## src/rtl/chebyshev_coeff_sequencer.sv

```systemverilog
// ============================================================================
// Module   : chebyshev_coeff_sequencer
// Brief    : Coefficient store that streams c[N]..c[0] with the latched sample
//            to a Clenshaw-style evaluator over a valid/ready handshake.
//            Optional macro CHEB_SEQ_HALF_C0_EN halves the c[0] beat.
// Revision : 1.0 - initial release
// ============================================================================
`default_nettype none

module chebyshev_coeff_sequencer #(
    parameter int WL   = 4,
    parameter int CL   = 4,
    parameter int NMAX = 8,
    parameter int AW   = 3
) (
    input  logic          clock,
    input  logic          resetn,
    input  logic          cfg_we,
    input  logic [AW-1:0] cfg_addr,
    input  logic [CL-1:0] cfg_data,
    output logic          cfg_err,
    input  logic          start,
    input  logic [WL-1:0] x_in,
    input  logic [AW-1:0] order_in,
    output logic [WL-1:0] data_out,
    output logic [CL-1:0] coeff_out,
    output logic          out_valid,
    input  logic          out_ready,
    output logic          out_first,
    output logic          out_last,
    output logic          busy,
    output logic          done
);

    typedef enum logic [1:0] {
        ST_IDLE   = 2'd0,
        ST_STREAM = 2'd1,
        ST_DONE   = 2'd2
    } state_t;

    localparam logic [AW:0]   C_NMAX     = (AW+1)'(NMAX);
    localparam logic [AW-1:0] C_LAST_IDX = AW'(NMAX - 1);

    state_t        r_state;
    state_t        w_next;
    logic [AW-1:0] r_idx;
    logic [AW-1:0] r_order;
    logic [WL-1:0] r_x;
    logic [CL-1:0] r_mem [NMAX];
    logic          r_cfg_err;

    logic          w_stream;
    logic          w_accept;
    logic          w_xfer;
    logic          w_addr_ok;
    logic          w_wr_en;
    logic [AW-1:0] w_order_clamped;
    logic [CL-1:0] w_raw;
    logic [CL-1:0] w_coeff;

    assign w_stream        = (r_state == ST_STREAM);
    assign w_accept        = (r_state == ST_IDLE) && start;
    assign w_xfer          = w_stream && out_ready;
    assign w_addr_ok       = ({1'b0, cfg_addr} < C_NMAX);
    assign w_wr_en         = cfg_we && !w_stream && w_addr_ok;
    assign w_order_clamped = ({1'b0, order_in} >= C_NMAX) ? C_LAST_IDX : order_in;

    always_ff @(posedge clock or negedge resetn) begin
        if (!resetn) begin
            r_state <= ST_IDLE;
        end else begin
            r_state <= w_next;
        end
    end

    always_comb begin
        w_next = r_state;
        case (r_state)
            ST_IDLE:   if (start) w_next = ST_STREAM;
            ST_STREAM: if (w_xfer && (r_idx == '0)) w_next = ST_DONE;
            ST_DONE:   w_next = ST_IDLE;
            default:   w_next = ST_IDLE;
        endcase
    end

    always_ff @(posedge clock or negedge resetn) begin
        if (!resetn) begin
            r_idx   <= '0;
            r_order <= '0;
            r_x     <= '0;
        end else if (w_accept) begin
            r_idx   <= w_order_clamped;
            r_order <= w_order_clamped;
            r_x     <= x_in;
        end else if (w_xfer && (r_idx != '0)) begin
            r_idx   <= r_idx - 1'b1;
        end
    end

    always_ff @(posedge clock or negedge resetn) begin
        if (!resetn) begin
            for (int i = 0; i < NMAX; i++) begin
                r_mem[i] <= '0;
            end
        end else if (w_wr_en) begin
            r_mem[cfg_addr] <= cfg_data;
        end
    end

    // Rejected writes: attempted during a stream, or addressing past the store.
    always_ff @(posedge clock or negedge resetn) begin
        if (!resetn) begin
            r_cfg_err <= 1'b0;
        end else begin
            r_cfg_err <= cfg_we && (w_stream || !w_addr_ok);
        end
    end

    assign w_raw = r_mem[r_idx];

`ifdef CHEB_SEQ_HALF_C0_EN
    // c0/2 term of the series: arithmetic shift keeps the sign.
    assign w_coeff = (r_idx == '0) ? {w_raw[CL-1], w_raw[CL-1:1]} : w_raw;
`else
    assign w_coeff = w_raw;
`endif

    assign out_valid = w_stream;
    assign busy      = w_stream;
    assign done      = (r_state == ST_DONE);
    assign cfg_err   = r_cfg_err;
    assign coeff_out = w_stream ? w_coeff : '0;
    assign data_out  = w_stream ? r_x : '0;
    assign out_first = w_stream && (r_idx == r_order);
    assign out_last  = w_stream && (r_idx == '0);

endmodule

`default_nettype wire

```

## config.mk

```make
export PLATFORM = sky130hd
export DESIGN_NAME = chebyshev_coeff_sequencer
export DESIGN_NICKNAME = d
export VERILOG_FILES = /design/src/rtl/chebyshev_coeff_sequencer.sv
export SDC_FILE = /design/constraint.sdc
export NUM_CORES = 1
export LEC_CHECK = 0
export ABC_AREA = 1
export CORE_ASPECT_RATIO = 1.4
export CORE_MARGIN = 2
export CORE_UTILIZATION = 45
export CTS_BUF_LIST = sky130_fd_sc_hd__clkbuf_8
export DETAILED_ROUTE_END_ITERATION = 7
export PLACE_DENSITY_LB_ADDON = 0.1
export SETUP_SLACK_MARGIN = 0.15
export SLEW_MARGIN = 30
export SYNTH_ARGS = -nofsm -noshare
export SYNTH_HDL_FRONTEND = slang
export SYNTH_SLANG_ARGS = --single-unit
```

## constraint.sdc

```tcl
create_clock -name clock -period 1.5 [get_ports clock]
set_clock_uncertainty 0.2 [all_clocks]
set_input_delay 0.3 -clock clock [delete_from_list [all_inputs] [get_ports clock]]
set_output_delay 0.3 -clock clock [all_outputs]
set_load 0.005 [all_outputs]
```

Word level (Yosys, flattened, before mapping):

Index checks and enable logic that the tools add are counted.

* bits of input ports: 19
* output and inout port bits: 14
* register bits after elaboration: 45

* mux-type cells: 13
* bitwise operators: 2
* equality and inequality tests: 5
* $lt $le $gt $ge: 3
* reduce and logical (&&, ||, !) cells: 15
* add/subtract/negate cells: 1

Operator list (number)
* bitwise mux 32 bit: 1
* two-way mux 4 bit: 5
* binary-select mux 4 bit (select 3 bit): 1
* demux 4 bit (select 3 bit): 1
* logical AND 1 bit: 9
* greater-or-equal comparator 4 bit (second input constant): 2
* inverter 3 -> 4 bit: 2
* two-way mux 3 bit: 2
* less-than comparator 4 x 1 -> 1 bit (second input constant): 1
* two-way mux 2 bit: 2
* case mux 2 bit (2 select lines): 1
* equality test 3 bit: 1
* logical NOT 3 bit: 1
* nonzero test 3 bit: 1
* subtractor 3 x 1 -> 3 bit (second input constant): 1
* equality test 2 x 1 -> 1 bit (second input constant): 1
* equality test 2 bit (second input constant): 1
* logical NOT 2 bit: 1
* != test 2 x 1 -> 1 bit (second input constant): 1
* != test 2 bit (second input constant): 1
* AND reduction 2 bit: 1
* nonzero test 2 bit: 1
* logical NOT 1 bit: 1

Logic depth before layout (Yosys ltp):

Gate-level depths: netlist of run 1.

* depth after elaboration: 6
* depth in mapped cells: 8
* gate-level depth less buffers: 7

Worst setup path before layout of run 1:

No wires, ideal clock.

* path type: flip-flop to output port
* start point: reg r_idx[0]
* end point: out out_last
* cell stages (with the launch flop): 6
* arrival: 1.025 ns
* buffers on the path: 1
* slack: -0.025 ns
* cell sequence: dfrtp_1 inv_2 buf_2 ha_1 nand2_1 nor2_1

* word-level cells in the longest chain between the ends: 2

Ends and longest elaborated chain
* from (decl): line 46 `logic [AW-1:0] r_idx;`
* from (signal assigned): line 92 `r_idx <= w_order_clamped;`
* from (signal assigned): line 96 `r_idx <= r_idx - 1'b1;`
* logical NOT 3 bit: line 135 `assign out_last = w_stream && (r_idx == '0);`
* logical AND 1 bit: line 135
* to (decl): line 30 `output logic out_last,`

No other way between the ends.

Final worst setup path of run 1:

* start point: reg r_idx[0]
* end point: out coeff_out[1]

* word-level cells in the longest chain between the ends: 5

Ends and longest elaborated chain
* inverter 3 -> 4 bit (not written as such): line 119 `assign w_raw = r_mem[r_idx];`
* binary-select mux 4 bit (select 3 bit): line 119
* two-way mux 4 bit (not written as such) (2 in a row): line 119
* two-way mux 4 bit: line 132 `assign coeff_out = w_stream ? w_coeff : '0;`
* to (decl): line 26 `output logic [CL-1:0] coeff_out,`

No other way between the ends. The select of a mux whose other input is x is not followed.

==> flow_summary.yaml, run 1 <==
layout:
  drive_gt1_frac: 0.393
  diodes: 0
  seq_area_mm2: 0.00113
  final_core_util: 0.738
  syn2layout_area_growth_pct: 56.2
  nFillCells: 371
  nets: 422
  multi_input_area_mm2: 0.00122
worst_setup_path:
  cp.arrival_ns: 1.56
  critPathLaunchType: "flip-flop"
  cpLargestDelayFamily: "simple AND/OR/NAND/NOR gates"
  crit_buf_inv: 3
  critPathMaxStageDelay_ns: 0.40
  crit_type: "flip-flop to output pin"
  path_max_fanout: 4
  slowest_stage: "dfrtp_1"
  cp.required_ns: 1.00
  crit_chain: "buf_4 > buf_2 > nand2_1 > nand3_1 > nand3_1 > nand2_1 > nor2_2 > buf_2"
  cp-end-kind: "output pin"
sta:
  hold_viol_final: 0
  finalSetupViolations: 56
  rsz0062_at_grt: "true"
  fin_crit_sh: 1.37
  fin_ws_ns: -0.560
  hold_slack_ns: 0.296
  slew-limit-headroom: 0.755
  slew_viol_final: 0
  fmax_mhz: 485
  fin_crit_ns: 2.06
  tns_ns: -15.92
  worst_slew_pin_slew_ns: 0.366
synth:
  synth_adder_area_share: 0.0108
  seq_area_frac_synth: 0.485
  ys_types: 21
  synth-simple-area-share: 0.288
  synth_nets: 331
  ys.warnings.count: 0
  syn_area_mm2: 0.00232
  synth-xor-area-share: 0.00754
  synth_top_family_by_area: "simple AND/OR/NAND/NOR gates"
  synth_cells: 310
  avgSynthCellArea_um2: 7.49
  synthMuxAreaShare: 0
  synth_compound_area_frac: 0.0959
  synth_seq_cells: 45
cts:
  cts_root_buf: "clkbuf_8"
  insertion_delay_ns: 0.30
  cts_tree: "built"
  cts.htree.levels: 2
  cts_max_path_buffers: 2
  cts_made_buffers: 5
  path_clk_slew_ns: 0.08
  cts.sinks: 45
global_routing:
  antenna_found_initial: 0
  first_global_vias: 2217
  grt.overflow.total: 0
  grt_pass1_wl_um: 10300
  grtUsageTotal: 0.237
  grt_max_degree: 46
placed_design:
  gp_congestion: 0.845
  portBuffers: 32
  hpwl_um: 4010
  pre_cts_ws_ns: -0.503
floorplan:
  io_pins: 33
  rows: 30
  die_y_um: 89
  start_util: 0.472
  fp.dieW_um: 64.7
  coreArea_mm2: 0.00492
  dieArea_mm2: 0.00576
pwr:
  power_switching_uw: 3120
  intPower_uw: 4800
  p_comb_frac: 0.604
  switching_share: 0.394
  power_uw: 7910
  clock_power_share: 0.119
  ir_drop_mv: 1.01
  p_seq_frac: 0.277
  leakagePower_uw: 0.00189
  powerDensity_mw_per_mm2: 2180
outcome:
  violations: "negative setup slack"
  run_status: "complete, but fails checks"
route:
  drt_wl_total_um: 6520
  drtIter0Drc: 93
  dr.pass1.iters: 6
  drtAntennaViolNets: 0
  vias: 2283
  wire_per_inst_um: 14.0
  drc_errors: 0
  via_per_inst: 4.90
worst_hold_path:
  hp-class: "flip-flop to flip-flop"
job:
  drv_cap: 0
-- path summary, 6_finish.rpt --
path	start	endpoint	slack (ns)	depth (start not counted)
min in group asynchronous	resetn	r_order[0]$_DFFE_PN0P_	0.31	3
worst max-delay path	r_idx[0]$_DFFE_PN0P_	coeff_out[1]	-0.56	8
worst max register to register	r_state[0]$_DFFE_PN0P_	r_x[0]$_DFFE_PN0P_	-0.31	10
worst min-delay path	r_mem[18]$_DFFE_PN0P_	r_mem[18]$_DFFE_PN0P_	0.30	2
worst min register to register	r_mem[18]$_DFFE_PN0P_	r_mem[18]$_DFFE_PN0P_	0.30	2
max in group asynchronous	resetn	r_idx[1]$_DFFE_PN0P_	0.56	3
-- state kept, by name, summed over array words and instances (netlist names) --
signal / count
cfg_err: 1
r_idx: 3
r_mem: 32
r_state: 2
r_order: 3
r_x: 4
-- through the flow --
step	instances	instance area [um^2]
after floorplan	310	2360
after global placement	428	2950
after detailed placement	428	2950
after CTS	460	3410
after global routing	466	3630
final	466	3630
-- worst min-delay path, stage by stage, from the launching register on --
cell and delay, ns:
dfrtp_1 0.35, nand2_1 0.05, o21ai_1 0.06
-- timing repair --
action | 4_1_cts | 5_1_grt
setup endpoints to repair | 58 | 58
hold buffers | 1 | 0
resized for setup | 112 | 56
buffers inserted | 20 | 6
pin swaps | 23 | 18
endpoints found under the hold margin | 45 | 0
gates cloned | 3 | 0
-- cells in the final DEF, fill, tap and decap left out, drive strengths merged --
| cell type | instances |
|---|---|
| clkinv | 1 |
| nand3 | 24 |
| xor2 | 1 |
| bufinv | 1 |
| nor2 | 23 |
| ha | 2 |
| dlygate4sd3 | 1 |
| nand2 | 105 |
| o211ai | 1 |
| clkdlybuf4s50 | 17 |
| o21ai | 43 |
| buf | 72 |
| clkbuf | 6 |
| inv | 57 |
| xnor2 | 1 |
| dfrtp | 45 |
| nor3 | 2 |
-- per-layer routing --
metal | GRT usage | wire [um] | vias to the layer above | part of all wire
met5 | 0 | 0 | - | 0
met4 | 0.0967 | 142 | 0 | 0.022
met3 | 0.0340 | 215 | 11 | 0.033
met2 | 0.445 | 3520 | 48 | 0.54
met1 | 0.268 | 2640 | 1086 | 0.41
li1 | - | - | 1138 | -
-- cell type report --
class,count,share of cell area
Clock buffer,6,0.0228
Clock inverter,2,0.00931
Inverter,57,0.0645
Multi-Input combinational cell,202,0.338
Sequential cell,45,0.310
Tap cell,64,0.0221
Timing Repair Buffer,90,0.233
-- synth_stat cells (all sizes together) --
cell type / instances / area (um^2)
buf: 6 / 43.8
clkbuf: 1 / 3.75
dfrtp: 45 / 1130
ha: 2 / 25.0
inv: 57 / 214
nand2: 105 / 429
nand3: 24 / 125
nor2: 22 / 105
nor3: 2 / 10.0
o211ai: 1 / 7.51
o21ai: 43 / 215
xnor2: 1 / 8.76
xor2: 1 / 8.76
-- logic make-up (layout without fill, tap and decap cells) --
| kind of cell | after synthesis | after routing |
|---|---|---|
| compound gates | 44 | 44 |
| flops | 45 | 45 |
| fa+ha+maj | 2 | 2 |
| buf+inv | 64 | 155 |
| simple gates | 153 | 154 |
| xor+xnor | 2 | 2 |
-- power by group through the flow --
stage                     logic, uW  clock network (uW)  registers (uW)
after floorplan                2030                   0            2080
after global placement         3320                   0            2130
after detailed placement       3380                   0            2150
after CTS                      4230                 963            2130
after global routing           5240                1010            2260
final                          4780                 943            2200
Note: power is estimated with default switching activity, not from simulation.
==> run 2, diff against run 1 <==
--- a/config.mk
+++ b/config.mk
@@ -7,11 +7,11 @@
 export LEC_CHECK = 0
 export ABC_AREA = 1
 export CORE_ASPECT_RATIO = 1.4
-export CORE_MARGIN = 2
+export CORE_MARGIN = 4
 export CORE_UTILIZATION = 45
 export CTS_BUF_LIST = sky130_fd_sc_hd__clkbuf_8
 export DETAILED_ROUTE_END_ITERATION = 7
-export PLACE_DENSITY_LB_ADDON = 0.1
+export PLACE_DENSITY = 0.82
 export SETUP_SLACK_MARGIN = 0.15
 export SLEW_MARGIN = 30
 export SYNTH_ARGS = -nofsm -noshare
==> flow_summary.yaml, run 2 (synthesized netlist as in run 1, its figures left out) <==
route:
  drc_errors: 0
  drtIter0Drc: 123
  vias: 2362
  drtAntennaViolNets: 0
  via_per_inst: 5.21
  dr.pass1.iters: 5
  drt_wl_total_um: 7340
  wire_per_inst_um: 16.2
sta:
  fin_ws_ns: -0.582
  slew_viol_final: 0
  worst_slew_pin_slew_ns: 0.370
  finalSetupViolations: 57
  rsz0062_at_grt: "true"
  fmax_mhz: 480
  hold_viol_final: 0
  fin_crit_ns: 2.08
  fin_crit_sh: 1.39
  slew-limit-headroom: 0.752
worst_setup_path:
  cpLargestDelayFamily: "flip-flops"
  critPathLaunchType: "flip-flop"
  cp.required_ns: 1.00
  critPathMaxStageDelay_ns: 0.52
  path_max_fanout: 5
  cp-end-kind: "output pin"
  crit_chain: "inv_8 > buf_8 > nand2_2 > nand3_2 > nand3_2 > nand2_1 > nor2_2 > buf_2"
  cpMostUsedCell: "nand3_2"
  crit_buf_inv: 3
  slowest_stage: "dfrtp_2"
  crit_type: "flip-flop to output pin"
  cp.arrival_ns: 1.58
floorplan:
  die_y_um: 93
  dieArea_mm2: 0.00639
  io_pins: 33
  fp.dieW_um: 68.7
  start_util: 0.472
  coreArea_mm2: 0.00492
  rows: 30
pwr:
  power_uw: 7920
  ir_drop_mv: 0.851
  leakagePower_uw: 0.00186
  powerDensity_mw_per_mm2: 2200
layout:
  fin_area_mm2: 0.00359
  diodes: 0
  syn2layout_area_growth_pct: 54.7
  nFillCells: 314
  top_regs: "r_mem x32, r_x x4"
  final_cell_mix: "inv_1, nand2_1, dfrtp_1"
  max_flop_register: "r_mem"
  final_common_cell: "inv_1"
  largest_reg_flops: 32
  drive_gt1_frac: 0.440
  final_core_util: 0.731
  nets: 409
worst_hold_path:
  hp-class: "flip-flop to flip-flop"
cts:
  cts_max_path_buffers: 2
  path_clk_slew_ns: 0.09
  cts.htree.levels: 2
  insertion_delay_ns: 0.30
  cts_tree: "built"
  cts_made_buffers: 5
  cts_root_buf: "clkbuf_8"
  cts.sinks: 45
global_routing:
  grt.overflow.total: 0
  grtUsageTotal: 0.226
  antenna_found_initial: 0
  first_global_vias: 2357
  grt_pass1_wl_um: 10700
  grt_max_degree: 46
job:
  drv_cap: 0
placed_design:
  hpwl_um: 4250
  place_area_mm2: 0.00290
  pre_cts_ws_ns: -0.551
  portBuffers: 32
  gp_congestion: 0.863
outcome:
  run_status: "complete, but fails checks"
  violations: "negative setup slack"
## run 2: cell count changes in the layout (fill, tap and decap cells not counted), moves of 5 or more
cell,before,now
nand2_1,59,48
nand3_1,21,11
nand3_2,2,12
buf_6,24,15
nand2_4,11,17
nand2_2,32,37
o21ai_1,33,28
## run 2: stage by stage
stage | TNS [ns] | hold slack (ns) | instances
floorplan | 0 | -0.196 | 310
CTS | -7.87 | 0.298 | 449
detailed placement | -12.12 | 0.0976 | 423
global placement | -10.86 | 0.0973 | 423
finish | -12.82 | 0.296 | 453
global route | -15.07 | 0.312 | 453
## run 2: final timing paths
kind                                       from                    to  slack, ns  cells after the start
setup / recovery           r_idx[0]$_DFFE_PN0P_          coeff_out[0]      -0.58                      8
min in group asynchronous                resetn    r_x[0]$_DFFE_PN0P_       0.31                      3
setup reg to reg           r_idx[0]$_DFFE_PN0P_  r_idx[1]$_DFFE_PN0P_      -0.36                     11
max in group asynchronous                resetn  r_idx[0]$_DFFE_PN0P_       0.55                      3
hold reg to reg            r_mem[5]$_DFFE_PN0P_  r_mem[5]$_DFFE_PN0P_       0.30                      2
hold / removal             r_mem[5]$_DFFE_PN0P_  r_mem[5]$_DFFE_PN0P_       0.30                      2
## run 2: routing by layer
metal / GRT usage / share of wire / up-vias
li1: - / - / 1106
met4: 0.159 / 0.065 / 0
met2: 0.393 / 0.54 / 83
met5: 0 / 0 / -
met3: 0.0361 / 0.044 / 38
met1: 0.237 / 0.35 / 1135
## run 2: cell type report
class / instances / area (um^2) / area share
timing repair buffer: 78 / 742 / 0.207
clock buffer: 5 / 68.8 / 0.0192
tap: 64 / 80.1 / 0.0223
inverter: 57 / 241 / 0.0672
multi-input combinational: 201 / 1320 / 0.366
clock inverter: 3 / 17.5 / 0.00488
sequential: 45 / 1130 / 0.314
## run 2: where the power goes
group / leakage, uW / switching [uW] / internal (uW)
logic: 0.00125 / 2560 / 2330
registers: 0.000565 / 439 / 1820
clock network: 0.0000439 / 444 / 322
total: 0.00186 / 3450 / 4470
## run 2: repair_timing
action                                 CTS  global route
buffers inserted                        15             4
hold buffers                             1             0
gates resized for setup                118            77
endpoints found under the hold margin   45             0
setup endpoints to repair               58            57
cloned                                   2             0
pin swaps                               28            20
## run 2: tightest hold or removal path: stages, from the launching register on
cell	delay, ns
dfrtp_1	0.35
nand2_1	0.05
o21ai_1	0.06
